### src/rtl/ps2_rx.sv
`default_nettype none
`timescale 1ns/1ps
// ============================================================================
//  Module      : ps2_rx
//  Description : PS/2 device-to-host receiver. Synchronises and glitch-filters
//                the PS/2 lines, deserialises the 11-bit frame, checks start,
//                parity and stop bits, and aborts stalled frames on timeout.
//  Revision    : 1.0 - initial release
// ============================================================================
module ps2_rx #(
  parameter int SYNC_STAGES    = 2,
  parameter int FILTER_CYCLES  = 8,
  parameter int TIMEOUT_CYCLES = 2518
) (
  input  logic       clk,
  input  logic       rst,
  input  logic       ps2_clk,
  input  logic       ps2_dat,
  output logic [7:0] data,
  output logic       data_valid,
  output logic       error
);

  localparam int c_FILT_W = $clog2(FILTER_CYCLES + 1);
  localparam int c_TO_W   = $clog2(TIMEOUT_CYCLES + 1);

  localparam logic [c_FILT_W-1:0] c_FILT_LAST = c_FILT_W'(FILTER_CYCLES - 1);
  localparam logic [c_TO_W-1:0]   c_TO_LAST   = c_TO_W'(TIMEOUT_CYCLES - 1);
  localparam logic [c_TO_W-1:0]   c_TO_MAX    = c_TO_W'(TIMEOUT_CYCLES);

  localparam logic [1:0] c_ST_IDLE   = 2'd0;
  localparam logic [1:0] c_ST_DATA   = 2'd1;
  localparam logic [1:0] c_ST_PARITY = 2'd2;
  localparam logic [1:0] c_ST_STOP   = 2'd3;

  logic [SYNC_STAGES-1:0] r_clk_sync;
  logic [SYNC_STAGES-1:0] r_dat_sync;
  logic                   w_clk_s;
  logic                   w_dat_s;

  logic                   r_clk_f;
  logic                   r_clk_f_d;
  logic [c_FILT_W-1:0]    r_filt_cnt;
  logic                   r_fall;

  logic [1:0]             r_state;
  logic [1:0]             w_next_state;
  logic [2:0]             r_bit_cnt;
  logic [7:0]             r_shift;
  logic                   r_par;
  logic [c_TO_W-1:0]      r_to_cnt;
  logic [7:0]             r_data;
  logic                   r_data_valid;
  logic                   r_error;

  logic                   w_timeout;
  logic                   w_frame_ok;
  logic                   w_clr_bits;
  logic                   w_shift_en;
  logic                   w_par_en;
  logic                   w_load_data;
  logic                   w_frame_err;

  assign w_clk_s    = r_clk_sync[SYNC_STAGES-1];
  assign w_dat_s    = r_dat_sync[SYNC_STAGES-1];
  assign data       = r_data;
  assign data_valid = r_data_valid;
  assign error      = r_error;

  // Bring both PS/2 pins into the clk domain; lines idle high so flops reset to 1.
  always_ff @(posedge clk or posedge rst) begin
    if (rst) begin
      r_clk_sync <= '1;
      r_dat_sync <= '1;
    end else begin
      r_clk_sync <= {r_clk_sync[SYNC_STAGES-2:0], ps2_clk};
      r_dat_sync <= {r_dat_sync[SYNC_STAGES-2:0], ps2_dat};
    end
  end

  // Glitch filter: accept a new clock level only after it has held for FILTER_CYCLES cycles.
  always_ff @(posedge clk or posedge rst) begin
    if (rst) begin
      r_clk_f    <= 1'b1;
      r_filt_cnt <= '0;
    end else if (w_clk_s != r_clk_f) begin
      if (r_filt_cnt == c_FILT_LAST) begin
        r_clk_f    <= w_clk_s;
        r_filt_cnt <= '0;
      end else begin
        r_filt_cnt <= r_filt_cnt + c_FILT_W'(1);
      end
    end else begin
      r_filt_cnt <= '0;
    end
  end

  // Registered one-cycle pulse on each falling edge of the filtered clock.
  always_ff @(posedge clk or posedge rst) begin
    if (rst) begin
      r_clk_f_d <= 1'b1;
      r_fall    <= 1'b0;
    end else begin
      r_clk_f_d <= r_clk_f;
      r_fall    <= r_clk_f_d & ~r_clk_f;
    end
  end

  // FSM state register.
  always_ff @(posedge clk or posedge rst) begin
    if (rst) r_state <= c_ST_IDLE;
    else     r_state <= w_next_state;
  end

  // Timeout fires one cycle before the counter would reach the limit so the
  // error pulse lands TIMEOUT_CYCLES+1 cycles after the last detected fall.
  assign w_timeout = (r_state != c_ST_IDLE) && (r_to_cnt == c_TO_LAST);

  // FSM next-state logic; a timeout overrides any fall in the same cycle.
  always_comb begin
    w_next_state = r_state;
    if (w_timeout) begin
      w_next_state = c_ST_IDLE;
    end else if (r_fall) begin
      case (r_state)
        c_ST_IDLE:   if (!w_dat_s) w_next_state = c_ST_DATA;
        c_ST_DATA:   if (r_bit_cnt == 3'd7) w_next_state = c_ST_PARITY;
        c_ST_PARITY: w_next_state = c_ST_STOP;
        c_ST_STOP:   w_next_state = c_ST_IDLE;
        default:     w_next_state = c_ST_IDLE;
      endcase
    end
  end

  // FSM output strobes driving the datapath and the result pulses.
  always_comb begin
    w_frame_ok  = w_dat_s & (^{r_shift, r_par});
    w_clr_bits  = 1'b0;
    w_shift_en  = 1'b0;
    w_par_en    = 1'b0;
    w_load_data = 1'b0;
    w_frame_err = w_timeout;
    if (r_fall && !w_timeout) begin
      case (r_state)
        c_ST_IDLE:   w_clr_bits  = 1'b1;
        c_ST_DATA:   w_shift_en  = 1'b1;
        c_ST_PARITY: w_par_en    = 1'b1;
        c_ST_STOP: begin
          w_load_data = w_frame_ok;
          w_frame_err = ~w_frame_ok;
        end
        default: w_frame_err = 1'b0;
      endcase
    end
  end

  // Deserialiser: LSB-first shift, bit counter and parity capture.
  always_ff @(posedge clk or posedge rst) begin
    if (rst) begin
      r_shift   <= '0;
      r_bit_cnt <= '0;
      r_par     <= 1'b0;
    end else begin
      if (w_clr_bits) r_bit_cnt <= '0;
      if (w_shift_en) begin
        r_shift   <= {w_dat_s, r_shift[7:1]};
        r_bit_cnt <= r_bit_cnt + 3'd1;
      end
      if (w_par_en) r_par <= w_dat_s;
    end
  end

  // Inter-edge timeout counter: idle-cleared, cleared on each fall, stops at the limit.
  always_ff @(posedge clk or posedge rst) begin
    if (rst) begin
      r_to_cnt <= '0;
    end else if ((r_state == c_ST_IDLE) || r_fall) begin
      r_to_cnt <= '0;
    end else if (r_to_cnt != c_TO_MAX) begin
      r_to_cnt <= r_to_cnt + c_TO_W'(1);
    end
  end

  // Output byte and result pulses, registered one cycle after the stop-bit fall.
  always_ff @(posedge clk or posedge rst) begin
    if (rst) begin
      r_data       <= 8'h00;
      r_data_valid <= 1'b0;
      r_error      <= 1'b0;
    end else begin
      if (w_load_data) r_data <= r_shift;
      r_data_valid <= w_load_data;
      r_error      <= w_frame_err;
    end
  end

endmodule
`default_nettype wire

### config.mk
export PLATFORM = sky130hd
export DESIGN_NAME = ps2_rx
export DESIGN_NICKNAME = d
export VERILOG_FILES = /design/src/rtl/ps2_rx.sv
export SDC_FILE = /design/constraint.sdc
export NUM_CORES = 1
export LEC_CHECK = 0
export ABC_AREA = 0
export CAP_MARGIN = 5
export CORE_MARGIN = 4
export CORE_UTILIZATION = 56
export CTS_BUF_LIST = sky130_fd_sc_hd__clkbuf_8 sky130_fd_sc_hd__clkbuf_16
export CTS_CLUSTER_SIZE = 16
export DETAILED_ROUTE_END_ITERATION = 6
export PLACE_DENSITY = 0.82
export SYNTH_ARGS = -nofsm -noshare
export SYNTH_HDL_FRONTEND = slang
export SYNTH_SLANG_ARGS = --single-unit
### constraint.sdc
create_clock -name clk -period 6.3 [get_ports clk]
set_clock_uncertainty 0.15 [all_clocks]
set_input_delay 1.575 -clock clk [delete_from_list [all_inputs] [get_ports clk]]
set_output_delay 1.575 -clock clk [all_outputs]
set_load 0.02 [all_outputs]
# ---- Word level (Yosys, flattened, before mapping)
# Cells that the tools add are included.
dict set report word_totals {
  wordCells 64
  reg_bits 47
  output_inout_bits 10
  inputBits 4
}
dict set report op_classes {
  n_reduce_logical 12
  eq_ne 10
  addsub 3
  bitwise_logic 4
  mux 21
}
# cell count
set ops {}
lappend ops {{12-bit two-way mux} 2}
lappend ops {{12-bit by 1-bit adder with 12-bit output, second input constant} 1}
lappend ops {{12-bit equality test, second input constant} 1}
lappend ops {{12-bit inequality test, second input constant} 1}
lappend ops {{1-bit two-way mux} 10}
lappend ops {{9-bit XOR reduction} 1}
lappend ops {{2-bit two-way mux} 4}
lappend ops {{4-bit two-way mux} 2}
lappend ops {{2-bit one-hot mux with 4 select lines} 1}
lappend ops {{2-bit nonzero test} 4}
lappend ops {{3-bit two-way mux} 2}
lappend ops {{3-bit inequality test, second input constant} 2}
lappend ops {{4-bit by 1-bit adder with 4-bit output, second input constant} 1}
lappend ops {{2-bit equality test, second input constant} 2}
lappend ops {{4-bit by 3-bit equality test with 1-bit output, second input constant} 1}
lappend ops {{3-bit by 1-bit adder with 3-bit output, second input constant} 1}
lappend ops {{3-bit equality test, second input constant} 1}
lappend ops {{3-bit AND reduction} 1}
lappend ops {{1-bit AND} 2}
lappend ops {{2-bit by 1-bit equality test with 1-bit output, second input constant} 1}
lappend ops {{1-bit logical AND} 2}
lappend ops {{2-bit zero test} 1}
lappend ops {{1-bit inverter} 2}
lappend ops {{2-bit AND reduction} 1}
lappend ops {{other kinds (3)} 3}

# ---- Longest topological paths before layout
dict set report depth {
  ltp_word 7
  depth_mapped 8
  depth_no_buf 7
}

# ---- Worst setup path after synthesis
# No wires, ideal clock.
dict set report synth_timing {
  path_kind {register to register}
  startpoint {register r_state[0]}
  endpoint {register r_shift[0]}
  path_buffers 1
  required_time_ps 6025
  arrival_time_ps 1895
  stages_incl_launch_ff 8
  setup_ps 125
  synth_period_minus_slack_ps 2170
  setup_slack_ps 4130
  path_cell_list {dfrtp_1 inv_1 ha_1 nor4bb_1 nand4_1 nand3_1 buf_4 mux2_2}
}
dict set report synth_via {
  elab_chain_cells 5
  word_cells_on_any_way 7
  classes_between {eq/ne: 1; mux: 2; reduce/logical: 4}
}
# item line
set synth_lines {}
lappend synth_lines {{start: declaration} 46} ;# logic [1:0] r_state;
lappend synth_lines {{start signal: assignment} 111} ;# if (rst) r_state <= c_ST_IDLE;
lappend synth_lines {{start signal: assignment} 112} ;# else r_state <= w_next_state;
lappend synth_lines {{2-bit nonzero test} 117} ;# assign w_timeout = (r_state != c_ST_IDLE) && (r_to_cnt == c_TO_LAST);
lappend synth_lines {{1-bit logical AND} 117}
lappend synth_lines {{1-bit zero test} 143} ;# if (r_fall && !w_timeout) begin
lappend synth_lines {{1-bit logical AND} 143}
lappend synth_lines {{1-bit two-way mux *} 143}
lappend synth_lines {{end signal: assignment} 166} ;# r_shift <= {w_dat_s, r_shift[7:1]};
lappend synth_lines {{end: declaration} 49} ;# logic [7:0] r_shift;
# Mark *: on every way between the ends. The rest lies on a longest branch, timed or not.
# A chain may end at the register's enable or synchronous reset.

# ---- Worst setup path after layout
dict set report layout_timing {
  startpoint {register r_data[7], in the netlist data[7]}
  endpoint {output data[7]}
}
# item line
set layout_lines {}
lappend layout_lines {{start: declaration} 52} ;# logic [7:0] r_data;
lappend layout_lines {{start signal: assignment} 191} ;# if (w_load_data) r_data <= r_shift;
lappend layout_lines {{end: declaration} 19} ;# output logic [7:0] data,
# No word-level cell between the ends.

==> impl_summary.log <==
INFO  metric status = complete, no violations
INFO  metric cts_tree = built
INFO  metric dieArea = 0.00483 sq mm
INFO  metric crit_path_max_incr_delay = 0.61 ns
INFO  metric final.fill_count = 271
INFO  metric post_cts_resized = 0
INFO  metric ys_seq_area_share = 55.9%
INFO  metric post_synth_top_area_share = 48.5%
INFO  metric floorplan.io_pins = 14
INFO  metric critical_path.endpoint_type = primary output
INFO  metric viasPerCell = 5.51
INFO  metric setup.worst_path.start_class = flop
INFO  metric clk_latency = 0.30 ns
INFO  metric vias = 1329
INFO  metric syn-instance-count = 174
INFO  metric first_global_vias = 1435
INFO  metric mappedNetlistNets = 189
INFO  metric max_cap_violations = 0
INFO  metric synth_enable_flop_cells = 0
INFO  metric worst-path-buf-inv = 1
INFO  metric synth.cell_area = 0.00212 sq mm
INFO  metric yosys_register_bits = 47
INFO  metric ys.flop_type = sky130_fd_sc_hd__dfrtp_1
INFO  metric layout_min_cycle_time = 3.01 ns
INFO  metric power.static_leakage = 1.14 nW
INFO  metric path_cells = clkdlybuf4s50_1
INFO  metric crit_type = flop to primary output
INFO  metric final_antenna_net_count = 0
INFO  metric grt_pass1_wl = 6690 microns
INFO  metric hold_path_class = flop to flop
INFO  metric core = 0.00366 sq mm
INFO  metric cp.arrival = 1.28 ns
INFO  metric area_growth = 12.4%
INFO  metric grt_start_max_net_pins = 48
INFO  metric antenna_found_initial = 0
INFO  metric yosysWarnings = 0
INFO  metric period_share = 47.7%
INFO  metric share_of_layout_cells_above_drive_strength_1 = 19.7%
INFO  metric hpwlAfterDp = 2660 microns
INFO  metric place.gp.congestion = 0.832
INFO  metric synthDominantAreaCellType = sky130_fd_sc_hd__dfrtp_1
INFO  metric clk_pin_slew_worst_paths = 0.08 ns
INFO  metric drt-pass1-iter-count = 4
INFO  metric grt_overflow_total = 0
INFO  metric grt_setup_unrepaired = no
INFO  metric ctsLongestPathBuffers = 2
INFO  metric maxSlewViolCount = 0
INFO  metric final-hold-violation-count = 0
INFO  metric peakVddDrop = 0.188 mV
INFO  metric diodes = 0
INFO  metric power_per_cell_area = 307 mW/mm^2
INFO  metric total_power = 0.729 mW
INFO  metric start_util = 57.8%
INFO  metric tns = 0 ns
INFO  metric setup_viol = 0
INFO  metric synthArstFlopShare = 100%
INFO  metric clockRootBuffer = sky130_fd_sc_hd__clkbuf_8
INFO  metric cts_buffers = 5
INFO  metric synth_cell_type_count = 35
INFO  metric critPathSlowestCell = sky130_fd_sc_hd__clkdlybuf4s50_1
INFO  metric drc = 0
INFO  metric cts_hold_buffers = 0
INFO  metric wl_per_cell = 15.4 microns
INFO  metric synth.top_cells.by_area = sky130_fd_sc_hd__dfrtp_1 (48%), sky130_fd_sc_hd__mux2_2 (9.6%), sky130_fd_sc_hd__dfstp_2 (7.5%)
INFO  metric port-buffer-count = 13
INFO  metric synth_commonest_cells = sky130_fd_sc_hd__dfrtp_1 (41), sky130_fd_sc_hd__mux2_2 (18), sky130_fd_sc_hd__nor2_1 (16)
INFO  metric grt_usage = 17.4%
INFO  metric worst_slew_pin_slew = 0.929 ns
INFO  metric floorplan.die.height = 69.5 microns
INFO  metric worstPathMaxFanout = 2
INFO  metric timing.max_slew.rel_slack = 38.0%
INFO  metric postRouteWirelength = 3700 microns
INFO  metric post-synth-top-count-cell = sky130_fd_sc_hd__dfrtp_1
INFO  metric chipWidth = 69.5 microns
INFO  metric worst_path_dominant_cell_family = buffers and inverters
INFO  metric fp-row-count = 22
INFO  metric clock_tree.htree_level_count = 2
INFO  metric finalNetCount = 207
INFO  metric drt_first_iter_violations = 70
INFO  metric fmaxAchievable = 332 MHz
INFO  metric cts.sink_count = 47
INFO  metric post_cts_buffers = 0
INFO  metric cp_data_required_time = 4.58 ns
INFO  metric syn_avg_cell_area = 12.2 sq um
cell type report:
class                   count  area, sq um  area share, %
clock inverters             3         15.0          0.631
inverters                   9         33.8           1.42
clock buffers               5         68.8           2.89
flip-flops and latches     47         1180           49.8
multi-input cells         116          887           37.3
well taps                  48         60.1           2.52
repair buffers             13          130           5.47
cell families (layout without fill, tap and decap cells):
kind of cell / count (synthesis) / in the layout / share of synthesized area (%)
XOR/XNOR: 17 / 17 / 8.04
buffers and inverters: 11 / 30 / 2.13
AND/OR/NAND/NOR: 54 / 54 / 13.0
multiplexers: 18 / 18 / 9.58
AO/OA/AOI/OAI: 16 / 16 / 4.79
flip-flops: 47 / 47 / 55.9
adder cells (fa/ha/maj): 11 / 11 / 6.50
cell usage in the layout (no fill, tap or decap), types with 4 or more instances in the layout:
cell and n:
sky130_fd_sc_hd__ha_1 11, sky130_fd_sc_hd__clkbuf_8 5, sky130_fd_sc_hd__nand3_1 10, sky130_fd_sc_hd__nor2_1 16, sky130_fd_sc_hd__xnor2_1 9, sky130_fd_sc_hd__inv_1 8
sky130_fd_sc_hd__mux2_2 18, sky130_fd_sc_hd__clkdlybuf4s50_1 13, sky130_fd_sc_hd__dfrtp_1 41, sky130_fd_sc_hd__o21ai_0 5, sky130_fd_sc_hd__xor2_1 6, sky130_fd_sc_hd__a21oi_1 4
sky130_fd_sc_hd__nand2_1 12, sky130_fd_sc_hd__dfstp_2 6
state kept, by name (all words and copies together), names as in the netlist, 2 cells and up:
signal,flops
data,8
r_bit_cnt,3
r_clk_sync,2
r_dat_sync,2
r_filt_cnt,4
r_shift,8
r_state,2
r_to_cnt,12
per-layer routing:
layer	global-route usage, %	routed length [microns]
met2	28.9	1950
met1	21.2	1570
met5	0	0
met3	4.49	100
met4	7.59	86
worst reg2reg max path: stages (launching register included):
cell and delay, ns:
sky130_fd_sc_hd__dfrtp_1 0.43, sky130_fd_sc_hd__inv_1 0.11, sky130_fd_sc_hd__ha_1 0.26, sky130_fd_sc_hd__nor4bb_1 0.30
sky130_fd_sc_hd__nand4_1 0.31, sky130_fd_sc_hd__nand3_1 0.55, sky130_fd_sc_hd__mux2_2 0.41
final timing paths:
| path | slack (ns) | cells past startpoint | endpoint | startpoint |
|---|---|---|---|---|
| max | 3.29 | 1 | data[7] | data[7]$_DFFE_PP0P_ |
| min | 0.21 | 0 | r_dat_sync[1]$_DFF_PP1_ | r_dat_sync[0]$_DFF_PP1_ |
| max reg2reg | 3.68 | 6 | r_shift[5]$_DFFE_PP0P_ | r_state[0]$_DFFE_PP0P_ |
| min reg2reg | 0.21 | 0 | r_dat_sync[1]$_DFF_PP1_ | r_dat_sync[0]$_DFF_PP1_ |
| max in group asynchronous | 3.75 | 2 | r_filt_cnt[3]$_DFF_PP0_ | rst |
| min in group asynchronous | 1.67 | 2 | r_to_cnt[9]$_DFFE_PP0P_ | rst |
power by group:
part           switching (mW)  total [mW]  leakage [nW]  internal (mW)
Sequential             0.0389       0.383         0.628          0.344
Clock                  0.0970       0.173        0.0477         0.0760
Combinational           0.100       0.173         0.465         0.0730
Total                   0.236       0.729          1.14          0.493
metrics by stage:
stage               instances  hold WS (ns)  utilization (%)  area (sq um)  worst slack [ns]
global placement          233         0.197             62.7          2290              3.43
global route              241         0.214             65.0          2380              3.25
detailed placement        233         0.197             62.7          2290              3.35
finish                    241         0.209             65.0          2380              3.29
CTS                       241         0.210             65.0          2380              3.28
floorplan                 174         0.195                -          2120              3.47
Note: power is estimated with default switching activity, not from simulation.
